--- config.mk ---
export PLATFORM = sky130hd
export DESIGN_NAME = p2s_fifo_gen
export DESIGN_NICKNAME = d
export VERILOG_FILES = /design/src/rtl/p2s_fifo_gen.sv
export SDC_FILE = /design/constraint.sdc
export NUM_CORES = 1
export LEC_CHECK = 0
export ABC_CLOCK_PERIOD_IN_PS = 2700
export BUFFER_PORTS_ARGS = -buffer_cell sky130_fd_sc_hd__buf_2
export CAP_MARGIN = 5
export CORE_ASPECT_RATIO = 1.4
export CORE_MARGIN = 10
export CORE_UTILIZATION = 30
export CTS_CLUSTER_SIZE = 10
export DETAILED_ROUTE_END_ITERATION = 6
export HOLD_SLACK_MARGIN = 0.12
export SLEW_MARGIN = 0
export SYNTH_ARGS = -nofsm -noshare
export SYNTH_HDL_FRONTEND = slang
export SYNTH_SLANG_ARGS = --single-unit
--- constraint.sdc ---
create_clock -name clk_h -period 2.7 [get_ports clk_h]
set_input_delay 0.54 -clock clk_h [delete_from_list [all_inputs] [get_ports clk_h]]
set_output_delay 0.54 -clock clk_h [all_outputs]
set_load 0.01 [all_outputs]
--- src/rtl/p2s_fifo_gen.sv ---
// p2s_fifo_gen: parallel-to-serial converter fed by a small word FIFO.
// Words are queued in a DEPTH-entry FIFO and shifted out one bit per accepted
// beat with osop/oeop framing. The next word loads on the same edge as the
// previous word's last bit, so consecutive words stream without a gap.
// Build option: define P2S_FIFO_MSB_FIRST_EN for MSB-first bit order
// (default is LSB first). Timing and flags do not depend on the bit order.
module p2s_fifo_gen #(
    parameter int W     = 8,
    parameter int DEPTH = 4
) (
    input  logic                         clk_h,
    input  logic                         rst_n,
    input  logic                         iflush,
    input  logic                         ival,
    input  logic [W-1:0]                 idata,
    output logic                         ireq,
    input  logic                         oready,
    output logic                         oval,
    output logic                         obit,
    output logic                         osop,
    output logic                         oeop,
    output logic [$clog2(DEPTH+1)-1:0]   olevel,
    output logic                         oovf
);

    localparam int PW = $clog2(DEPTH);
    localparam int LW = $clog2(DEPTH + 1);
    localparam int CW = $clog2(W);

    localparam logic [0:0]    ST_IDLE  = 1'b0;
    localparam logic [0:0]    ST_SHIFT = 1'b1;
    localparam logic [LW-1:0] LVL_FULL = LW'(DEPTH);
    localparam logic [CW-1:0] CNT_LAST = CW'(W - 1);

    // Storage is read asynchronously at the head so a pop can load the
    // shifter on the same edge that the previous word's last bit leaves.
    logic [W-1:0]  mem [DEPTH];

    logic [PW-1:0] wr_ptr_reg, wr_ptr_next;
    logic [PW-1:0] rd_ptr_reg, rd_ptr_next;
    logic [LW-1:0] level_reg,  level_next;
    logic [0:0]    state_reg,  state_next;
    logic [CW-1:0] cnt_reg,    cnt_next;
    logic [W-1:0]  word_reg,   word_next;
    logic          ovf_reg,    ovf_next;

    logic          full;
    logic          empty;
    logic          push;
    logic          pop;
    logic          xfer;
    logic          last_xfer;
    logic [W-1:0]  order_word;

    // Handshake decode: what the FIFO and shifter do at the coming edge.
    always_comb begin
        full      = (level_reg == LVL_FULL);
        empty     = (level_reg == '0);
        // A full FIFO refuses writes even when a pop frees a slot this cycle.
        push      = ival & ~full & ~iflush;
        xfer      = (state_reg == ST_SHIFT) & oready;
        last_xfer = xfer & (cnt_reg == CNT_LAST);
        pop       = ~empty & ~iflush & ((state_reg == ST_IDLE) | last_xfer);
    end

    // FIFO pointer, level and sticky overflow next-state.
    always_comb begin
        wr_ptr_next = wr_ptr_reg;
        rd_ptr_next = rd_ptr_reg;
        level_next  = level_reg;
        ovf_next    = ovf_reg | (ival & full);
        if (iflush) begin
            wr_ptr_next = '0;
            rd_ptr_next = '0;
            level_next  = '0;
            ovf_next    = 1'b0;
        end else begin
            if (push) begin
                wr_ptr_next = wr_ptr_reg + PW'(1);
            end
            if (pop) begin
                rd_ptr_next = rd_ptr_reg + PW'(1);
            end
            case ({push, pop})
                2'b10:   level_next = level_reg + LW'(1);
                2'b01:   level_next = level_reg - LW'(1);
                default: level_next = level_reg;
            endcase
        end
    end

    // Shifter next-state: load on pop, advance on accepted beats, idle when drained.
    always_comb begin
        state_next = state_reg;
        cnt_next   = cnt_reg;
        word_next  = word_reg;
        if (iflush) begin
            state_next = ST_IDLE;
            cnt_next   = '0;
        end else if (pop) begin
            state_next = ST_SHIFT;
            cnt_next   = '0;
            word_next  = mem[rd_ptr_reg];
        end else if (last_xfer) begin
            state_next = ST_IDLE;
            cnt_next   = '0;
        end else if (xfer) begin
            cnt_next   = cnt_reg + CW'(1);
        end
    end

    // Control and shifter registers, cleared asynchronously.
    always_ff @(posedge clk_h or negedge rst_n) begin
        if (!rst_n) begin
            wr_ptr_reg <= '0;
            rd_ptr_reg <= '0;
            level_reg  <= '0;
            state_reg  <= ST_IDLE;
            cnt_reg    <= '0;
            word_reg   <= '0;
            ovf_reg    <= 1'b0;
        end else begin
            wr_ptr_reg <= wr_ptr_next;
            rd_ptr_reg <= rd_ptr_next;
            level_reg  <= level_next;
            state_reg  <= state_next;
            cnt_reg    <= cnt_next;
            word_reg   <= word_next;
            ovf_reg    <= ovf_next;
        end
    end

    // Word storage; contents need no reset since the level gates every read.
    always_ff @(posedge clk_h) begin
        if (push) begin
            mem[wr_ptr_reg] <= idata;
        end
    end

    // Bit-order view of the shifter word, indexed directly by cnt.
    for (genvar gi = 0; gi < W; gi++) begin : g_order
`ifdef P2S_FIFO_MSB_FIRST_EN
        assign order_word[gi] = word_reg[W-1-gi];
`else
        assign order_word[gi] = word_reg[gi];
`endif
    end

    // Output decode; every serial flag is qualified by oval.
    always_comb begin
        oval   = (state_reg == ST_SHIFT);
        obit   = oval & order_word[cnt_reg];
        osop   = oval & (cnt_reg == '0);
        oeop   = oval & (cnt_reg == CNT_LAST);
        ireq   = ~full;
        olevel = level_reg;
        oovf   = ovf_reg;
    end

endmodule

Yosys cells after proc, flatten, opt, wreduce, memory -nomap -nowiden:

Memory sizes are Yosys's and may differ from the RTL's. A register that Yosys moved wholly into a read port is not among the register bits.
Index checks and enable logic that the tools add are counted.

* register bits: 12
* RAM bits: 32
* input port bits: 13
* output and inout port bits: 9
* word-level logic and storage cells: 60
* memories: 1

Memory list
* mem: depth 4, width 8, read ports 1, clocked after memory_dff 1, write ports 1, line 37 `logic [W-1:0] mem [DEPTH];`

* $add $sub $neg: 5
* magnitude comparators: 1
* equal/unequal tests: 4
* multiplexer cells: 18
* bitwise logic cells: 16
* reduce and logical (&&, ||, !) cells: 9

Operators by type and width (number)
* $mux 3: 5
* $and 1x1->1: 10
* $mux 2: 4
* $mux 1: 7
* $add 3x1->3 const B: 2
* $eq 3x3->1 const B: 2
* $logic_not 3->1: 2
* $pmux 3 s2: 1
* $reduce_bool 3->1: 2
* $add 2x1->2 const B: 2
* $lt 3x4->1 const B: 1
* $not 1->1: 4
* $reduce_bool 2->1: 2
* $reduce_bool 4->1: 1
* $bmux 1 s3: 1
* $sub 3x1->3 const B: 1
* $eq 2x1->1 const B: 1
* $eq 2x2->1 const B: 1
* $or 1x1->1: 2
* $reduce_and 2->1: 1
* $logic_not 1->1: 1

Depth between registers and ports, before layout:

Gate-level depths: netlist of the first run.

* word-level depth: 7
* gate-level depth with buffers: 9
* depth with buffers taken out: 9

Least setup slack after synthesis of the first run:

No wires, ideal clock.

* path type: reg2reg
* start point: register cnt_reg[0]
* end point: register level_reg[2] (netlist: olevel[2])
* setup time: 0.082 ns
* data arrival time: 2.460 ns
* data required time: 2.618 ns
* slack: 0.158 ns
* stages on the path, launching flop included: 10
* buffers on the path: 0
* clock period less this slack: 2.542 ns
* cell sequence: dfrtp_1 -> ha_1 -> ha_1 -> a21bo_2 -> nand2_4 -> a211oi_1 -> fa_1 -> or4_1 -> a21o_1 -> a31oi_1

* longest elaborated chain between the ends: 7
* elaborated cells on any way between the ends: 9

RTL lines
* start, declared: line 43 `logic [CW-1:0] cnt_reg, cnt_next;`
* start signal, assigned: line 127 `cnt_reg <= cnt_next;`
* $eq 3x3->1 *: line 62 `last_xfer = xfer & (cnt_reg == CNT_LAST);`
* $and 1x1->1 *: line 62
* $or 1x1->1 *: line 63 `pop = ~empty & ~iflush & ((state_reg == ST_IDLE) | last_xfer);`
* $and 1x1->1 *: line 63
* $eq 2x1->1 / $eq 2x2->1 (equally long branches): line 84 `case ({push, pop})`
* $pmux 3 s2: line 84
* $mux 3: line 72 `if (iflush) begin`
* end signal, assigned: line 125 `level_reg <= level_next;`
* end, declared: line 41 `logic [LW-1:0] level_reg, level_next;`

Every way passes the cells marked *; elsewhere a longest branch is shown, timed or not.
A chain may end at the register's enable or synchronous reset.

Worst setup path in the final report of the first run:

* start point: register cnt_reg[1]
* end point: register level_reg[2] (netlist: olevel[2])

The elaborated chain is that of the path after synthesis.

==> impl_metrics.csv, run 1 <==
group,metric,value,unit
routing,drt-vias-per-instance,4.63,
place,dp_slack,95.5,ps
clock_network,htree_num_levels,2,
final_layout,nNetsFinal,200,
clock_network,numCtsBuffers,5,
floorplanning,start_util,31.2,%
logic_synthesis,ys.flop_type,"edfxtp_1",
job,cap_violations,0,
critical_path,rr_worst_depth,9,
clock_network,cts_tree,"built",
sta,relSlewSlack,60.1,%
sta,setup_viol,0,
floorplanning,design.core.area,7450,um^2
critical_path,worstPathCellList,"ha_1 > ha_2 > a21bo_2 > nand2_4 > a211oi_1 > fa_2 > or4_1 > a21o_1 > a31oi_1",
logic_synthesis,yosysUniqueCellTypes,40,
clock_network,clockBufferDepth,2,
final_layout,area_growth,17.0,%
routing,ant_nets,0,
routing,drc,0,
sta,hold_violations,0,
logic_synthesis,synth_fp_nets,170,
clock_network,clk_latency,310,ps
clock_network,clock_sink_count,52,
worst_hold_path,hold_class,"in2async",
final_layout,nFillCells,704,
sta,fmax,394,MHz
place,dp_hpwl,2980,um
final_layout,largest-register,"mem",
final_layout,drive_gt1_share,36.1,%
final_layout,final_cells,277,
sta,whs,160,ps
final_layout,largest_reg_flops,32,
sta,slew_viol_final,0,
routing,dr.pass1.iters,4,
floorplanning,dieArea,11700,um^2
critical_path,critPathLaunchType,"flop",
global_route,antenna_found_initial,0,
logic_synthesis,synthArstFlopShare,38.5,%
sta,fin_crit_sh,94.1,%
critical_path,crit_path_top_delay_cell,"or4_1",
global_route,grt_pass1_vias,1369,
logic_synthesis,netlist_area,2320,um^2
logic_synthesis,ys_ff_latch,52,
sta,finalSetupTns,0,ps
sta,rsz0062_at_grt,"false",
logic_synthesis,syn_avg_cell_area,15.6,um^2
place,place_inst,267,
routing,wl_per_cell,14.7,um
critical_path,crit_fanout,5,
global_route,grt.total_usage,7.43,%
critical_path,worstSetupPathType,"reg2reg",
power,ir_worst_vdd,0.277,mV
critical_path,cp_slowest_stage_delay,520,ps
critical_path,cp_data_arrival_time,2780,ps
power,powerDensity,903,nW/um^2
final_layout,design_area,2720,um^2
routing,drt-initial-drc-count,94,
logic_synthesis,yosysSeqAreaShare,62.9,%
power,leakage,1.05,nW
final_layout,antenna_cells,0,
sta,setup_ws,160,ps
floorplanning,io-pin-count,22,
global_route,grt_start_max_net_pins,21,
sta,period_needed,2540,ps
place,placed_area,2560,um^2
clock_network,root_buffer,"clkbuf_8",
global_route,grt_pass1_wl,6680,um
routing,dr_total_vias,1282,
global_route,gr-total-overflow,0,
floorplanning,num_rows,37,
logic_synthesis,synth_edf_count,32,
outcome,outcome,"finished, final reports clean",
floorplanning,dieWidth,94.4,um
sta,skew,10.4,ps
floorplanning,die_y,124,um
routing,wl,4070,um
clock_network,clkTransAtPathRegs,90,ps
place,numPortBuffers,21,
logic_synthesis,yosys_warnings,0,
logic_synthesis,synthCells,149,
clock_network,hold_buffers,0,
critical_path,crit_required,2940,ps
power,power,2.45,mW
sta,tightest_slew,598,ps
place,place_congestion,0.741,
final_layout,post-route-util,36.5,%
critical_path,cp-end-kind,"flop",
power by group:
group,total [mW],switching [mW],internal (mW)
Combinational,0.730,0.325,0.405
Sequential,1.10,0.120,0.978
Clock,0.627,0.254,0.373
path summary, 6_finish.rpt:
path                             from       endpoint  slack [ps]
max                        cnt_reg[1]      olevel[2]         160
min                             rst_n      olevel[1]         160
max reg2reg                cnt_reg[1]      olevel[2]         160
min reg2reg                      oovf           oovf         520
max in group asynchronous       rst_n  wr_ptr_reg[0]        2230
min in group clk_h           idata[3]      mem[2][3]         440
timing repair:
item | 4_1_cts | 5_1_grt
setup endpoints to repair | 0 | 1
buffers inserted | 0 | 2
gates resized for setup | 0 | 2
kinds of logic after synthesis:
family | after synthesis | synth area share, %
flip-flops | 52 | 62.9
AND/OR/NAND/NOR | 37 | 8.83
multiplexers | 20 | 14.7
AO/OA/AOI/OAI | 18 | 5.71
buffers and inverters | 11 | 2.15
adder cells (fa/ha/maj) | 8 | 4.63
XOR/XNOR | 3 | 1.13
metal layers:
| metal | global-route usage (%) | part of all wire, % |
|---|---|---|
| met5 | 0 | 0 |
| met4 | 4.29 | 2.4 |
| met3 | 1.93 | 3.3 |
| met2 | 12.8 | 53 |
| met1 | 8.07 | 42 |
cells in the final DEF (no fill, tap or decap), types with 2 or more instances in the layout:
cell type	netlist	final
clkbuf_8	0	5
buf_2	1	21
nor2_1	8	8
and2_1	5	5
nand3_1	5	5
a31oi_1	4	4
nor3_1	2	2
nand2_1	8	8
bufinv_16	0	2
ha_1	7	6
inv_1	6	6
a211oi_1	2	2
a21oi_1	2	2
buf_4	0	7
dfrtp_1	20	20
edfxtp_1	32	32
mux2_2	9	9
a22o_1	2	2
mux4_2	10	10
xor2_1	2	2
Yosys cell counts (4+ instances only):
cell | n | area (um^2)
a31oi_1 | 4 | 25.0
and2_1 | 5 | 31.3
dfrtp_1 | 20 | 500
edfxtp_1 | 32 | 961
ha_1 | 7 | 87.6
inv_1 | 6 | 22.5
mux2_2 | 9 | 101
mux4_2 | 10 | 225
nand2_1 | 8 | 30.0
nand3_1 | 5 | 25.0
nor2_1 | 8 | 30.0
worst max-delay path, delay by kind of cell (launching register included):
| family | cells | cell delay (ps) |
|---|---|---|
| compound gates | 4 | 650 |
| fa+ha+maj | 3 | 780 |
| flops | 1 | 420 |
| simple gates | 2 | 610 |
cell type report:
cell class / instances / area, um^2 / area share [%]
flip-flops and latches: 52 / 1460 / 53.8
multi-input cells: 86 / 818 / 30.1
repair buffers: 28 / 158 / 5.80
well taps: 97 / 121 / 4.46
clock buffers: 5 / 68.8 / 2.53
clock inverters: 3 / 68.8 / 2.53
inverters: 6 / 22.5 / 0.828
Note: power is estimated with default switching activity, not from simulation.
==> inputs of run 2 (changes only) <==
Settings changed: ABC_CLOCK_PERIOD_IN_PS 2700 to 2200.
Clock period 2.7 ns to 2.2 ns, I/O delays scaled along.
==> impl_metrics.csv, run 2 (synthesis results as in run 1) <==
group,metric,value,unit
critical_path,cp_data_arrival_time,2510,ps
global_route,gr-total-overflow,0,
final_layout,final_common_cell,"edfxtp_1",
final_layout,design_area,2790,um^2
clock_network,clockBufferDepth,2,
clock_network,htree_num_levels,2,
floorplanning,dieArea,11700,um^2
routing,drt-vias-per-instance,4.60,
global_route,grt_start_max_net_pins,21,
critical_path,cp.depth,9,
sta,finalSetupTns,-72.3,ps
floorplanning,num_rows,37,
power,power.share.clock,21.9,%
final_layout,antenna_cells,0,
critical_path,cp_top_family,"adder cells",
routing,drc,0,
routing,dr_wl_met2,2190,um
power,cellInternalPower,2.10,mW
sta,setup_viol,1,
routing,wl,4110,um
floorplanning,design.core.area,7450,um^2
clock_network,clkTransAtPathRegs,100,ps
final_layout,post-route-util,37.4,%
routing,wl_met1,1640,um
final_layout,final_cells,286,
critical_path,r2r_slack,-70,ps
routing,top_layer_used,"met4",
power,leakage,1.08,nW
critical_path,critPathLaunchType,"flop",
critical_path,cp-end-kind,"flop",
sta,setup_ws,-72.3,ps
place,place_congestion,0.725,
routing,dr.pass1.iters,4,
final_layout,largest_reg_flops,32,
global_route,grt_pass1_vias,1381,
sta,relSlewSlack,66.0,%
sta,hold_violations,0,
outcome,violations,"setup timing",
sta,period_needed,2270,ps
place,dp_hpwl,3040,um
critical_path,r2r_start,"cnt_reg[1]",
critical_path,rr_worst_depth,9,
place,dp_slack,-120,ps
job,cap_violations,0,
power,swShare,29.3,%
sta,slew_viol_final,0,
power,powerDensity,1060,nW/um^2
power,sequentialPowerShare,43.4,%
routing,wl_met3,168,um
clock_network,clock_sink_count,52,
routing,drt-initial-drc-count,93,
critical_path,reg2reg_to,"olevel[2]",
floorplanning,io-pin-count,22,
sta,skew,10.2,ps
worst_hold_path,hold_class,"in2reg",
critical_path,worstPathCellList,"ha_2 > ha_4 > a21bo_4 > nand2_4 > a211oi_2 > fa_2 > or4_4 > a21o_1 > a31oi_1",
sta,rsz0062_at_grt,"true",
power,power,2.97,mW
critical_path,cp-endpoint,"olevel[2]",
floorplanning,die_y,124,um
sta,tightest_slew,509,ps
critical_path,startpoint,"cnt_reg[1]",
final_layout,mostFrequentLayoutCells,"edfxtp_1, buf_2, dfrtp_1",
final_layout,largest-register,"mem",
final_layout,nFillCells,701,
critical_path,crit_fanout,2,
place,numPortBuffers,21,
final_layout,nNetsFinal,209,
clock_network,clk_latency,310,ps
floorplanning,dieWidth,94.4,um
routing,wl_per_cell,14.4,um
global_route,grt_pass1_wl,6720,um
clock_network,root_buffer,"clkbuf_8",
routing,ant_nets,0,
critical_path,crit_buf_inv,0,
power,switching_power,0.870,mW
place,placed_area,2650,um^2
place,place_inst,275,
critical_path,worstSetupPathType,"reg2reg",
critical_path,cp_slowest_stage_delay,510,ps
clock_network,cts_tree,"built",
clock_network,numCtsBuffers,5,
power,ir_worst_vdd,0.334,mV
critical_path,crit_path_top_delay_cell,"or4_4",
critical_path,crit_required,2440,ps
final_layout,drive_gt1_share,39.7,%
global_route,antenna_found_initial,0,
routing,dr_total_vias,1315,
floorplanning,start_util,31.2,%
sta,fin_crit_sh,103,%
sta,whs,346,ps
sta,fmax,440,MHz
power,combinationalPowerShare,34.6,%
global_route,grt.total_usage,7.54,%
final_layout,area_growth,20.0,%
outcome,outcome,"finished, violations left",
-- run 2: cell types whose count changed in the layout (fill, tap and decap cells not counted) --
cell	change
ha_1	-1
bufinv_16	-1
or4_1	-1
a211oi_1	-1
a211oi_2	+1
clkbuf_1	+1
a21bo_4	+1
buf_4	+8
or4_4	+1
dlygate4sd3_1	+1
ha_4	+1
a21bo_2	-1
-- run 2: worst min-delay path by stage --
stage               cells past startpoint     start          to  slack, ps
finish                                  1  idata[2]   mem[0][2]        350
global route                            1  idata[2]   mem[1][2]        340
CTS                                     1  idata[2]   mem[3][2]        330
detailed placement                      1     rst_n   olevel[0]        420
global placement                        1     rst_n        oovf        420
floorplan                               0     rst_n  cnt_reg[0]        140
-- run 2: repair_timing --
item                                   4_1_cts  5_1_grt
hold buffers                                 1        0
buffers inserted                             1        1
setup endpoints to repair                    1        1
resized for setup                            0        1
pin swaps                                    1        0
cloned                                       0        0
endpoints found under the hold margin       20        0
-- run 2: final cells by class --
cell class | count | area, um^2 | area share, %
Tap cell | 97 | 121 | 4.35
Clock inverter | 2 | 38.8 | 1.39
Multi-Input combinational cell | 86 | 846 | 30.3
Clock buffer | 6 | 72.6 | 2.60
Sequential cell | 52 | 1460 | 52.4
Timing Repair Buffer | 37 | 228 | 8.16
Inverter | 6 | 22.5 | 0.807
-- run 2: power by group through the flow --
stage	logic, mW	clock network, mW	registers (mW)
after floorplan	0.726	0	1.32
after global placement	1.02	0	1.31
after detailed placement	1.03	0	1.32
after CTS	1.05	0.666	1.30
after global routing	1.15	0.712	1.31
final	1.03	0.651	1.29
-- run 2: routing by layer --
metal | global-route usage (%) | vias to the layer above
li1 | - | 639
met1 | 7.90 | 650
met2 | 13.0 | 19
met3 | 2.05 | 7
met4 | 4.76 | 0
met5 | 0 | -
